### config.mk
export PLATFORM = sky130hd
export DESIGN_NAME = asrm_interrupt_scheduler
export DESIGN_NICKNAME = d
export VERILOG_FILES = /design/src/rtl/asrm_interrupt_scheduler.sv
export SDC_FILE = /design/constraint.sdc
export NUM_CORES = 1
export LEC_CHECK = 0
export ABC_AREA = 1
export CAP_MARGIN = 40
export CORE_MARGIN = 5
export CORE_UTILIZATION = 30
export DETAILED_ROUTE_END_ITERATION = 10
export GPL_ROUTABILITY_DRIVEN = 1
export SLEW_MARGIN = 20
export SYNTH_ARGS = -nofsm -noshare
export SYNTH_HDL_FRONTEND = slang
export SYNTH_SLANG_ARGS = --single-unit
export TNS_END_PERCENT = 30
### constraint.sdc
create_clock -name clk -period 1.46 [get_ports clk]
set_clock_uncertainty 0.05 [all_clocks]
set_input_delay 0.219 -clock clk [delete_from_list [all_inputs] [get_ports clk]]
set_output_delay 0.219 -clock clk [all_outputs]
set_load 0.005 [all_outputs]
### src/rtl/asrm_interrupt_scheduler.sv
// Purpose : prioritising interrupt scheduler; edge capture, enable mask, nested in-service tracking, single offer to CPU.
// Latency : ext_int edge -> pending after 1 edge, int_req after 2 edges; ack -> next offer no earlier than 2 edges later.
// Backpr. : an offer waits in IDLE while cpu_ready is low; once raised, int_req holds (id frozen) until int_ack.
//
// Ports:
//   clk, reset         single clock, synchronous active-high reset
//   ext_int[3:0]       external interrupt lines, bit 0 highest priority
//   mask_we, mask_in   enable-mask write strobe and value (low 4 bits used)
//   cpu_ready          CPU at an instruction boundary with memory not stalling
//   int_ack, int_done  CPU accepts the offer / CPU executed retint (one-cycle pulses)
//   int_req, int_id    registered offer and index of the offered interrupt
//   pending            latched rising edges not yet accepted
//   in_service         bitmap of nested interrupts currently being serviced
//   mask               current enable mask
module asrm_interrupt_scheduler #(
   parameter int wordsize = 16
) (
   input  logic                clk,
   input  logic                reset,
   input  logic [3:0]          ext_int,
   input  logic                mask_we,
   input  logic [wordsize-1:0] mask_in,
   input  logic                cpu_ready,
   input  logic                int_ack,
   input  logic                int_done,
   output logic                int_req,
   output logic [1:0]          int_id,
   output logic [3:0]          pending,
   output logic [3:0]          in_service,
   output logic [3:0]          mask
);

   typedef enum logic [1:0] {IDLE, REQ, ACKED} state_t;

   state_t     state;
   logic [3:0] ext_d;
   // Lines that were high while reset was asserted; each bit stays set until
   // its line drops, so a level held across reset release never looks like an edge.
   logic [3:0] hold;

   logic [3:0] rise;
   logic [3:0] allowed;
   logic [3:0] eligible;
   logic [3:0] done_clr;
   logic [3:0] ack_set;
   logic [1:0] winner;
   logic       have_winner;
   logic       ack_ok;

   // Upper mask_in bits carry no meaning for this block.
   logic unused_mask_bits;
   assign unused_mask_bits = ^mask_in[wordsize-1:4];

   always_comb begin
      rise = ext_int & ~ext_d & ~hold;

      // Source i may pre-empt only if nothing at index <= i is in service.
      allowed = {~|in_service[3:0], ~|in_service[2:0], ~|in_service[1:0], ~in_service[0]};
      eligible = pending & mask & allowed;

      have_winner = |eligible;
      if (eligible[0])      winner = 2'd0;
      else if (eligible[1]) winner = 2'd1;
      else if (eligible[2]) winner = 2'd2;
      else                  winner = 2'd3;

      // Isolate the lowest set bit: the innermost (highest-priority) nesting level.
      done_clr = int_done ? (in_service & (~in_service + 4'd1)) : 4'd0;

      ack_ok  = (state == REQ) && int_ack;
      ack_set = ack_ok ? (4'd1 << int_id) : 4'd0;
   end

   always_ff @(posedge clk) begin
      if (reset) begin
         state      <= IDLE;
         int_req    <= 1'b0;
         int_id     <= 2'd0;
         pending    <= 4'd0;
         in_service <= 4'd0;
         mask       <= 4'd0;
         ext_d      <= 4'd0;
         hold       <= ext_int;
      end else begin
         ext_d <= ext_int;
         hold  <= hold & ext_int;

         // A fresh edge on the acked line wins over the ack clear.
         pending <= (pending & ~ack_set) | rise;

         // Done retires the old innermost level before the acked bit is added.
         in_service <= (in_service & ~done_clr) | ack_set;

         if (mask_we) mask <= mask_in[3:0];

         case (state)
            IDLE: begin
               if (have_winner && cpu_ready) begin
                  state   <= REQ;
                  int_req <= 1'b1;
                  int_id  <= winner;
               end
            end
            REQ: begin
               if (int_ack) begin
                  state   <= ACKED;
                  int_req <= 1'b0;
               end
            end
            ACKED: begin
               // One quiet cycle lets the CPU fetch the first handler instruction.
               state <= IDLE;
            end
            default: begin
               state   <= IDLE;
               int_req <= 1'b0;
            end
         endcase
      end
   end

endmodule

# Word level (Yosys, flattened, before mapping)
# Cells that the tools add are included.
[op_classes]
n_eq_ne = 4
n_addsub = 1
bitwise = 17
shift = 1
n_reduce_logical = 13
n_mux = 12
[op_table]
columns = ["operator", "count"]
rows = [
  ["4-bit bitwise AND", 8],
  ["4-bit inverter", 5],
  ["4-bit 2-to-1 mux", 3],
  ["2-bit 2-to-1 mux", 4],
  ["4-bit bitwise OR", 2],
  ["4-bit OR reduction", 2],
  ["4-bit by 1-bit adder with 4-bit output, second input constant", 1],
  ["2-bit inequality test, second input constant", 2],
  ["2-bit one-hot mux with 2 select lines", 1],
  ["2-bit AND reduction", 2],
  ["1-bit by 2-bit left shift with 4-bit output, first input constant", 1],
  ["1-bit zero test", 3],
  ["1-bit 2-to-1 mux", 3],
  ["1-bit one-hot mux with 3 select lines", 1],
  ["3-bit AND reduction", 1],
  ["3-bit OR reduction", 1],
  ["2-bit by 1-bit equality test with 1-bit output, second input constant", 1],
  ["2-bit equality test, second input constant", 1],
  ["1-bit logical AND", 2],
  ["2-bit zero test", 1],
  ["1-bit inverter", 2],
  ["2-bit OR reduction", 1],
]
[word_totals]
inputBits = 26
regBits = 25

# Logic depth before layout (Yosys ltp)
# Gate-level depths: netlist of run 1.
[depth]
word_depth = 7
depth_mapped = 9
mapped_depth_nobuf = 9

# Worst setup path before layout of run 1
# Ideal clock, no wire load.
[synth_timing]
kind = "register -> register"
start = "register in_service[0]"
end = "register int_id[0]"
t_arrival_ns = 0.920
path_stages_with_launch = 10
setup_slack_ns = 0.376
setup_time_ns = 0.114
t_required_ns = 1.296
path_buffers = 0
path_cell_list = "dfxtp_1 -> inv_2 -> nand2_4 -> nor2_2 -> nor2_2 -> nand2_2 -> nand2_4 -> nand2_1 -> nand2_1 -> nor2_2"
[synth_via]
elab_chain_cells = 6
word_cells_on_any_way = 14
cone_classes = "3 x mux; 2 x bitwise; 9 x reduce/logical"
[synth_lines]
columns = ["element", "line", "source"]
rows = [
  ["start, declared", "29", "output logic [3:0] in_service,"],
  ["start signal, assigned", "92", "in_service <= (in_service & ~done_clr) | ack_set;"],
  ["4-bit OR reduction (tied with other cells)", "58", "allowed = {~|in_service[3:0], ~|in_service[2:0], ~|in_service[1:0], ~in_service[0]};"],
  ["1-bit zero test", "58", ""],
  ["4-bit bitwise AND *", "59", "eligible = pending & mask & allowed;"],
  ["4-bit OR reduction or 1-bit 2-to-1 mux (tied branches)", "61, 64", ""],
  ["1-bit logical AND or 2-bit 2-to-1 mux (tied branches)", "98, 63", ""],
  ["2-bit AND reduction (no line) or 2-bit 2-to-1 mux (tied branches)", "n/a", ""],
  ["end signal, assigned", "101", "int_id <= winner;"],
  ["end, declared", "27", "output logic [1:0] int_id,"],
]
# Every way passes the cells marked *; elsewhere a longest branch is shown, timed or not.
# A chain may end at the register's enable or synchronous reset.

# Final worst setup path of run 1
[layout_timing]
start = "register mask[1]"
end = "output mask[1]"
[layout_lines]
columns = ["element", "line", "source"]
rows = [
  ["start, declared", "30", "output logic [3:0] mask"],
  ["start signal, assigned", "94", "if (mask_we) mask <= mask_in[3:0];"],
]
# No word-level cell between the ends.

==> impl_results.md, run 1 <==
* Drt first pass iters at 4
* Hpwl dp at 1650 um
* Finished Core Util at 45.7%
* Final setup violation count at 0
* Number of synthesized register bits at 25
* Ratio of cells with drive above 1 in the final layout at 22.5%
* CP Launch Type: register
* Ratio of final minimum period to clock period at 96.5%
* Critical path required time at 1.19 ns
* R2R cell count at 9
* Synthesized instance count at 123
* Slew Viols, Final at 0
* CP max stage delay at 0.49 ns
* Vias in the first global route at 830
* Site row count at 20
* Slowest CP cell: clkdlybuf4s50_1
* Sink of the worst hold path: ext_d[0]$_SDFF_PP0_
* Crit-path max FO at 2
* Grt ovf at 0
* Syn Std Cell Area at 962 um^2
* Hold Startpoint: ext_int[0]
* Post-Place Setup Slack at 0.0374 ns
* Final Hold Viols at 0
* Synth cell types at 19
* Max clock buf depth at 2
* Hold_buf cts at 0
* Vias after detailed routing at 876
* Worst-Margin Slew at 0.207 ns
* Pwr dens at 891 nW/um^2
* CP Capture Type: output pin
* Minimum clock period at 1.41 ns
* Synth top area share at 52.0%
* Worst setup margin at 0.0511 ns
* Setup TNS Final at 0 ns
* Hold WC Path Type: in -> reg
* Final wirelength at 2130 um
* Worst-path cell chain: clkdlybuf4s50_1
* Post-Layout Inst Area at 1400 um^2
* Die Y at 66.6 um
* Peak VDD IR at 0.000344 V
* Final #Nets at 187
* Routed wire per std cell at 10.5 um
* Synth area leaders: dfxtp_1 (52%), nor2_1 (12%), inv_1 (5.9%)
* RSZ-0062 raised after global routing: false
* Initial antenna violation count at 0
* Largest net degree at the start of global routing at 14
* Placed insts at 195
* Fmax at 710 MHz
* Initial core utilization at 31.5%
* Residual DRC at 0
* Crit Path Class: reg -> out
* Num CTS Buffers at 3
* P_leak at 0.741 nW
* Hold path depth at 3
* First-pass GRT wire length at 3530 um
* Gr usage total at 10.4%
* Mapped Nets at 149
* CP bufs+invs at 1
* Ports at 41
* CTS tree: done
* IO Port Bufs at 28
* Initial DRC count at 57
* Max cap viols at 0
* Diode count at 0
* Clock sink count at 25
* Fin cells at 204
* Die extent in x at 66.6 um
* Detail Route Antenna Nets at 0
* Status: completed
* Reg2reg start: pending[2]$_SDFF_PP0_
* Via density at 4.29
* Post-DP Area at 1300 um^2
* Slew Limit Headroom at 86.2%
* Reg2Reg Setup Slack at 0.26 ns
* Clock Tree Root: clkbuf_4
* Routability cong. at 0.814
* H-tree levels at 1
* Reg-to-reg endpoint: int_id[0]$_SDFFE_PP0P_
* Worst-Skew Late Latency at 0.31 ns
* Clock transition at path regs at 0.13 ns
* Area grow syn2layout at 45.0%
* Die Area at 4440 um^2
* Syn avg cell area at 7.82 um^2
* Share of the yosys chip area belonging to registers at 52.0%
* Warnings from Yosys at 0
* Crit path DAT at 1.14 ns
* Largest area contributor in the netlist: dfxtp_1
* Core box area at 3050 um^2
* Fill cells at 325
* CP delay by family, top: buffers and inverters
## sequential cells by signal, summed over array words and instances, names as in the netlist
| name | cells |
|---|---|
| int_req | 1 |
| int_id | 2 |
| hold | 4 |
| state | 2 |
| ext_d | 4 |
| in_service | 4 |
| pending | 4 |
| mask | 4 |
## placed cells by master (no fill, tap or decap), types with 6 or more instances in the layout
cell type        instances
buf_4                    7
clkdlybuf4s50_1         14
a21oi_1                 10
dlymetal6s2s_1           7
dlygate4sd2_1            7
o21ai_0                  6
inv_1                   15
dfxtp_1                 10
dfxtp_2                 15
nor2_1                  30
nand2_1                 13
## final cells by class
class                   count  area [um^2]  area share [%]
repair buffers             35          342            24.5
flip-flops and latches     25          519            37.2
inverters                  16         60.1            4.30
multi-input cells          80          393            28.2
clock buffers               4         26.3            1.88
well taps                  44         55.1            3.95
## power breakdown
group          internal (W)  switching [W]
clock              0.000107       0.000196
combinational      0.000106      0.0000842
sequential         0.000726      0.0000232
## kinds of logic (layout without fill, tap and decap cells)
| family | after synthesis | after routing | synth area share [%] |
|---|---|---|---|
| flip-flops | 25 | 25 | 52.0 |
| buffers and inverters | 18 | 55 | 7.15 |
| AO/OA/AOI/OAI | 18 | 18 | 9.88 |
| AND/OR/NAND/NOR | 62 | 62 | 30.9 |
## worst max path at each step
stage,start,cells after the start,end,slack [ns]
after detailed placement,int_ack,6,pending[2]$_SDFF_PP0_,0.04
final,mask[1]$_SDFFE_PP0P_,1,mask[1],0.05
after global placement,int_ack,6,pending[2]$_SDFF_PP0_,0.05
after floorplan,in_service[0]$_SDFF_PP0_,9,int_id[0]$_SDFFE_PP0P_,0.38
after global routing,mask[1]$_SDFFE_PP0P_,1,mask[1],0.003
after CTS,mask[1]$_SDFFE_PP0P_,1,mask[1],0.003
## synthesized netlist by cell type
library cell   n
nor2_1        30
dfxtp_1       25
inv_1         15
nand2_1       13
a21oi_1       10
o21ai_0        6
nand3_1        5
nor3_1         4
nor2_2         3
nand2_2        2
nand2_4        2
a31oi_1        1
buf_2          1
clkbuf_1       1
inv_2          1
nand3b_1       1
nor2_4         1
nor3b_4        1
o21ai_2        1
## what timing repair did
action                                  4_1_cts  5_1_grt
endpoints found under the setup margin       15        8
resized for setup                            22        7
setup buffers                                 2        3
## metrics by stage
step                      power [W]  hold slack (ns)
after global placement     0.000946            0.396
after floorplan            0.000845            0.304
after detailed placement   0.000951            0.404
after global routing        0.00131            0.402
final                       0.00124            0.402
after CTS                   0.00126            0.392
## per-layer routing
metal	vias up	share of wire [%]	track usage, %
met5	-	0	0
met4	0	1.6	6.85
met3	2	4.2	1.18
met2	17	50	17.6
met1	397	45	12.2
li1	460	-	-
Power figures use the tool's default switching activity.
==> run 2, diff against run 1 <==
CORE_UTILIZATION = 41   (was 30)
PLACE_DENSITY = 0.78   (was unset)
==> impl_results.md, run 2 (synthesized netlist as in run 1, its figures left out) <==
* Worst-Skew Late Latency at 0.31 ns
* Minimum clock period at 1.42 ns
* Slowest CP cell: clkdlybuf4s50_1
* Reg2Reg Setup Slack at 0.23 ns
* Final setup violation count at 0
* Initial DRC count at 17
* Finished Core Util at 61.7%
* Num CTS Buffers at 3
* Area grow syn2layout at 43.3%
* Post-Place Setup Slack at 0.00999 ns
* Hpwl dp at 1690 um
* Site row count at 17
* Placed insts at 179
* Setup TNS Final at 0 ns
* Die extent in x at 58.4 um
* Slew Viols, Final at 0
* Final wirelength at 2080 um
* Peak VDD IR at 0.000627 V
* Hold WC Path Type: in -> reg
* Core box area at 2230 um^2
* Die Y at 58.4 um
* Detail Route Antenna Nets at 0
* First-pass GRT wire length at 3570 um
* Clock sink count at 25
* CP max stage delay at 0.49 ns
* IO Port Bufs at 28
* Drt first pass iters at 4
* Critical path required time at 1.19 ns
* Most frequent cells in the layout: nor2_1 (30), inv_1 (15), clkdlybuf4s50_1 (15)
* Slew Limit Headroom at 84.3%
* Max cap viols at 0
* Vias in the first global route at 838
* Hold_buf cts at 0
* Clock Tree Root: clkbuf_4
* Fmax at 705 MHz
* Largest net degree at the start of global routing at 14
* Most common cell after layout, fill and taps aside: nor2_1
* Pwr dens at 899 nW/um^2
* CP bufs+invs at 1
* Clock transition at path regs at 0.13 ns
* CTS tree: done
* Fill cells at 207
* Met1 Use GR at 14.7%
* P_leak at 0.752 nW
* Crit Path Class: reg -> out
* Grt ovf at 0
* Ports at 41
* Routed wire per std cell at 11.1 um
* Initial core utilization at 43.1%
* Crit path DAT at 1.15 ns
* GRT Max-Usage Layer: met2
* Met3 usage at 3.73%
* CP Capture Type: output pin
* Residual DRC at 0
* Ratio of final minimum period to clock period at 97.2%
* Diode count at 0
* Ratio of cells with drive above 1 in the final layout at 22.0%
* Initial antenna violation count at 0
* Worst setup margin at 0.0408 ns
* Final #Nets at 186
* Final Hold Viols at 0
* Via density at 4.67
* Gr usage total at 13.3%
* Worst-path cell chain: clkdlybuf4s50_1
* Status: completed
* Worst-Margin Slew at 0.236 ns
* CP delay by family, top: buffers and inverters
* RSZ-0062 raised after global routing: false
* Crit-path max FO at 2
* H-tree levels at 1
* Stages on the worst setup path at 1
* CP Launch Type: register
* Routability cong. at 0.869
* Die Area at 3420 um^2
* Fin cells at 187
* Max clock buf depth at 2
* Hold path depth at 3
* R2R cell count at 8
* Met2 usage at 24.1%
* Vias after detailed routing at 874
run 2: cell types whose count changed in the layout (fill, tap and decap cells not counted):
cell and change:
buf_4 -1, clkdlybuf4s50_1 +1, dfxtp_2 -1, dfxtp_4 +1, dlygate4sd2_1 -3, dlymetal6s2s_1 +2
run 2: through the flow:
stage | power (W) | instance area [um^2] | hold slack, ns
3_5_place_dp | 0.000952 | 1280 | 0.416
4_1_cts | 0.00124 | 1340 | 0.400
3_3_place_gp | 0.000944 | 1280 | 0.398
2_1_floorplan | 0.000845 | 962 | 0.304
6_report | 0.00124 | 1380 | 0.406
5_1_grt | 0.00130 | 1380 | 0.388
run 2: path summary, 6_finish.rpt:
kind / from / end
max: int_req$_SDFFE_PP0P_ / int_req
min: ext_int[0] / ext_d[0]$_SDFF_PP0_
min reg2reg: int_req$_SDFFE_PP0P_ / int_req$_SDFFE_PP0P_
max reg2reg: mask[0]$_SDFFE_PP0P_ / int_id[0]$_SDFFE_PP0P_
run 2: where the power goes:
group	switching [W]	internal [W]	total [W]
clock network	0.000195	0.000107	0.000302
logic	0.0000833	0.000106	0.000189
registers	0.0000242	0.000724	0.000748
run 2: what timing repair did:
| item | in CTS | in global routing |
|---|---|---|
| buffers inserted | 2 | 2 |
| endpoints found under the setup margin | 13 | 10 |
| resized for setup | 18 | 11 |
| gates cloned | 0 | 0 |
run 2: layer usage:
layer,vias to the layer above,wire (um)
met1,401,868
met5,-,0
li1,454,-
met4,0,0
met2,19,1090
met3,0,124
run 2: layout make-up:
type	instances	area, um^2	share of cell area [%]
multi-input combinational	80	393	28.5
inverter	16	60.1	4.36
tap	28	35.0	2.54
clock buffer	4	26.3	1.91
sequential	25	522	37.8
timing repair buffer	34	343	24.9
==> run 3, diff against run 2 <==
ABC_CLOCK_PERIOD_IN_PS = 1460   (was unset)
SKIP_LAST_GASP = 1   (was unset)
==> impl_results.md, run 3 (synthesized netlist as in run 1, its figures left out) <==
* Final #Nets at 185
* Ports at 41
* Most frequent cells in the layout: nor2_1 (30), clkdlybuf4s50_1 (24), inv_1 (15)
* Detail Route Antenna Nets at 0
* Crit Path Class: reg -> out
* Clock sink count at 25
* Most common cell after layout, fill and taps aside: nor2_1
* Worst-path cell chain: clkdlybuf4s50_1
* Peak VDD IR at 0.000623 V
* Num CTS Buffers at 3
* Worst setup margin at -0.00587 ns
* H-tree levels at 1
* Largest net degree at the start of global routing at 14
* Vias after detailed routing at 860
* Minimum clock period at 1.47 ns
* Vias in the first global route at 819
* Crit path DAT at 1.20 ns
* Hold Startpoint: ext_int[0]
* CP max stage delay at 0.50 ns
* Routability cong. at 0.869
* CP Launch Type: register
* Clk pwr share at 24.3%
* Hpwl dp at 1690 um
* P_leak at 0.649 nW
* Max clock buf depth at 2
* Part of the power in registers at 60.3%
* Violated checks: setup timing
* Reg2reg start: mask[0]$_SDFFE_PP0P_
* Drt first pass iters at 4
* Grt ovf at 0
* Diode count at 0
* Worst setup path start: in_service[0]$_SDFF_PP0_
* Initial DRC count at 27
* Die extent in x at 58.4 um
* Ratio of cells with drive above 1 in the final layout at 19.6%
* IO Port Bufs at 28
* Ratio of final minimum period to clock period at 100%
* Fin cells at 186
* Finished Core Util at 61.0%
* Switching fraction of total power at 24.4%
* Worst-Skew Late Latency at 0.31 ns
* Gr usage total at 13.1%
* Clock Tree Root: clkbuf_4
* Routed wire per std cell at 11.2 um
* First-pass GRT wire length at 3520 um
* Slew Viols, Final at 0
* Status: finished, violations left
* RSZ-0062 raised after global routing: true
* Slew Limit Headroom at 84.1%
* Area grow syn2layout at 41.6%
* Comb pwr share at 15.5%
* Hold_buf cts at 0
* Fin Hold WS at 0.406 ns
* Initial antenna violation count at 0
* Core box area at 2230 um^2
* Placed insts at 179
* Slowest CP cell: clkdlybuf4s50_1
* Final Hold Viols at 0
* CP bufs+invs at 1
* Hold WC Path Type: in -> reg
* CP delay by family, top: buffers and inverters
* P_int at 0.000939 W
* Residual DRC at 0
* Crit-path max FO at 5
* Clock transition at path regs at 0.13 ns
* CP Capture Type: output pin
* Worst-Margin Slew at 0.238 ns
* Max cap viols at 0
* CTS tree: done
* Net Sw Power at 0.000302 W
* Die Area at 3420 um^2
* Total power draw at 0.00124 W
* Fmax at 682 MHz
* Critical path required time at 1.19 ns
* Final setup violation count at 1
* Setup TNS Final at -0.00587 ns
* Via density at 4.62
* Site row count at 17
* Die Y at 58.4 um
* Pwr dens at 911 nW/um^2
* Initial core utilization at 43.1%
* Final wirelength at 2080 um
==> run 3: per-stage QoR <==
stage | setup WS [ns] | instance area (um^2)
final | -0.00587 | 1360
after global routing | -0.0541 | 1360
after CTS | -0.0346 | 1330
after detailed placement | 0.00999 | 1280
after global placement | 0.0508 | 1280
after floorplan | 0.376 | 962
==> run 3: tightest hold or removal path, stage by stage <==
cell	delay, ns
clkdlybuf4s50_1	0.39
inv_1	0.08
nor2_1	0.04
==> run 3: power groups by stage <==
stage	logic, W	registers (W)	clock network, W
3_3_place_gp	0.000181	0.000762	0
3_5_place_dp	0.000188	0.000764	0
6_report	0.000192	0.000748	0.000301
4_1_cts	0.000193	0.000750	0.000305
5_1_grt	0.000213	0.000754	0.000339
2_1_floorplan	0.0000847	0.000761	0
==> run 3: layout make-up <==
type,count,area (um^2)
fillers,211,871
flip-flops and latches,25,520
multi-input cells,80,393
repair buffers,33,328
inverters,16,60.1
well taps,28,35.0
clock buffers,4,26.3
==> run 3: routing by layer <==
layer  global-route usage (%)  wire length, um  vias to the layer above
met4                     4.30                0                        0
met2                     23.3             1070                       15
met3                     3.73               99                        0
met5                        0                0                        -
met1                     14.9              902                      393
li1                         -                -                      452
==> run 3: timing repair <==
action,CTS,global route
resized for setup,7,11
endpoints found under the hold margin,0,0
endpoints found under the setup margin,13,14
pin swaps,0,0
setup buffers,2,1
==> run 3: path summary, 6_finish.rpt <==
kind	endpoint	slack [ns]	cells after the start
hold / removal	ext_d[0]$_SDFF_PP0_	0.41	3
hold reg to reg	in_service[3]$_SDFF_PP0_	0.43	2
setup / recovery	in_service[0]	-0.006	1
setup reg to reg	int_id[0]$_SDFFE_PP0P_	0.24	8
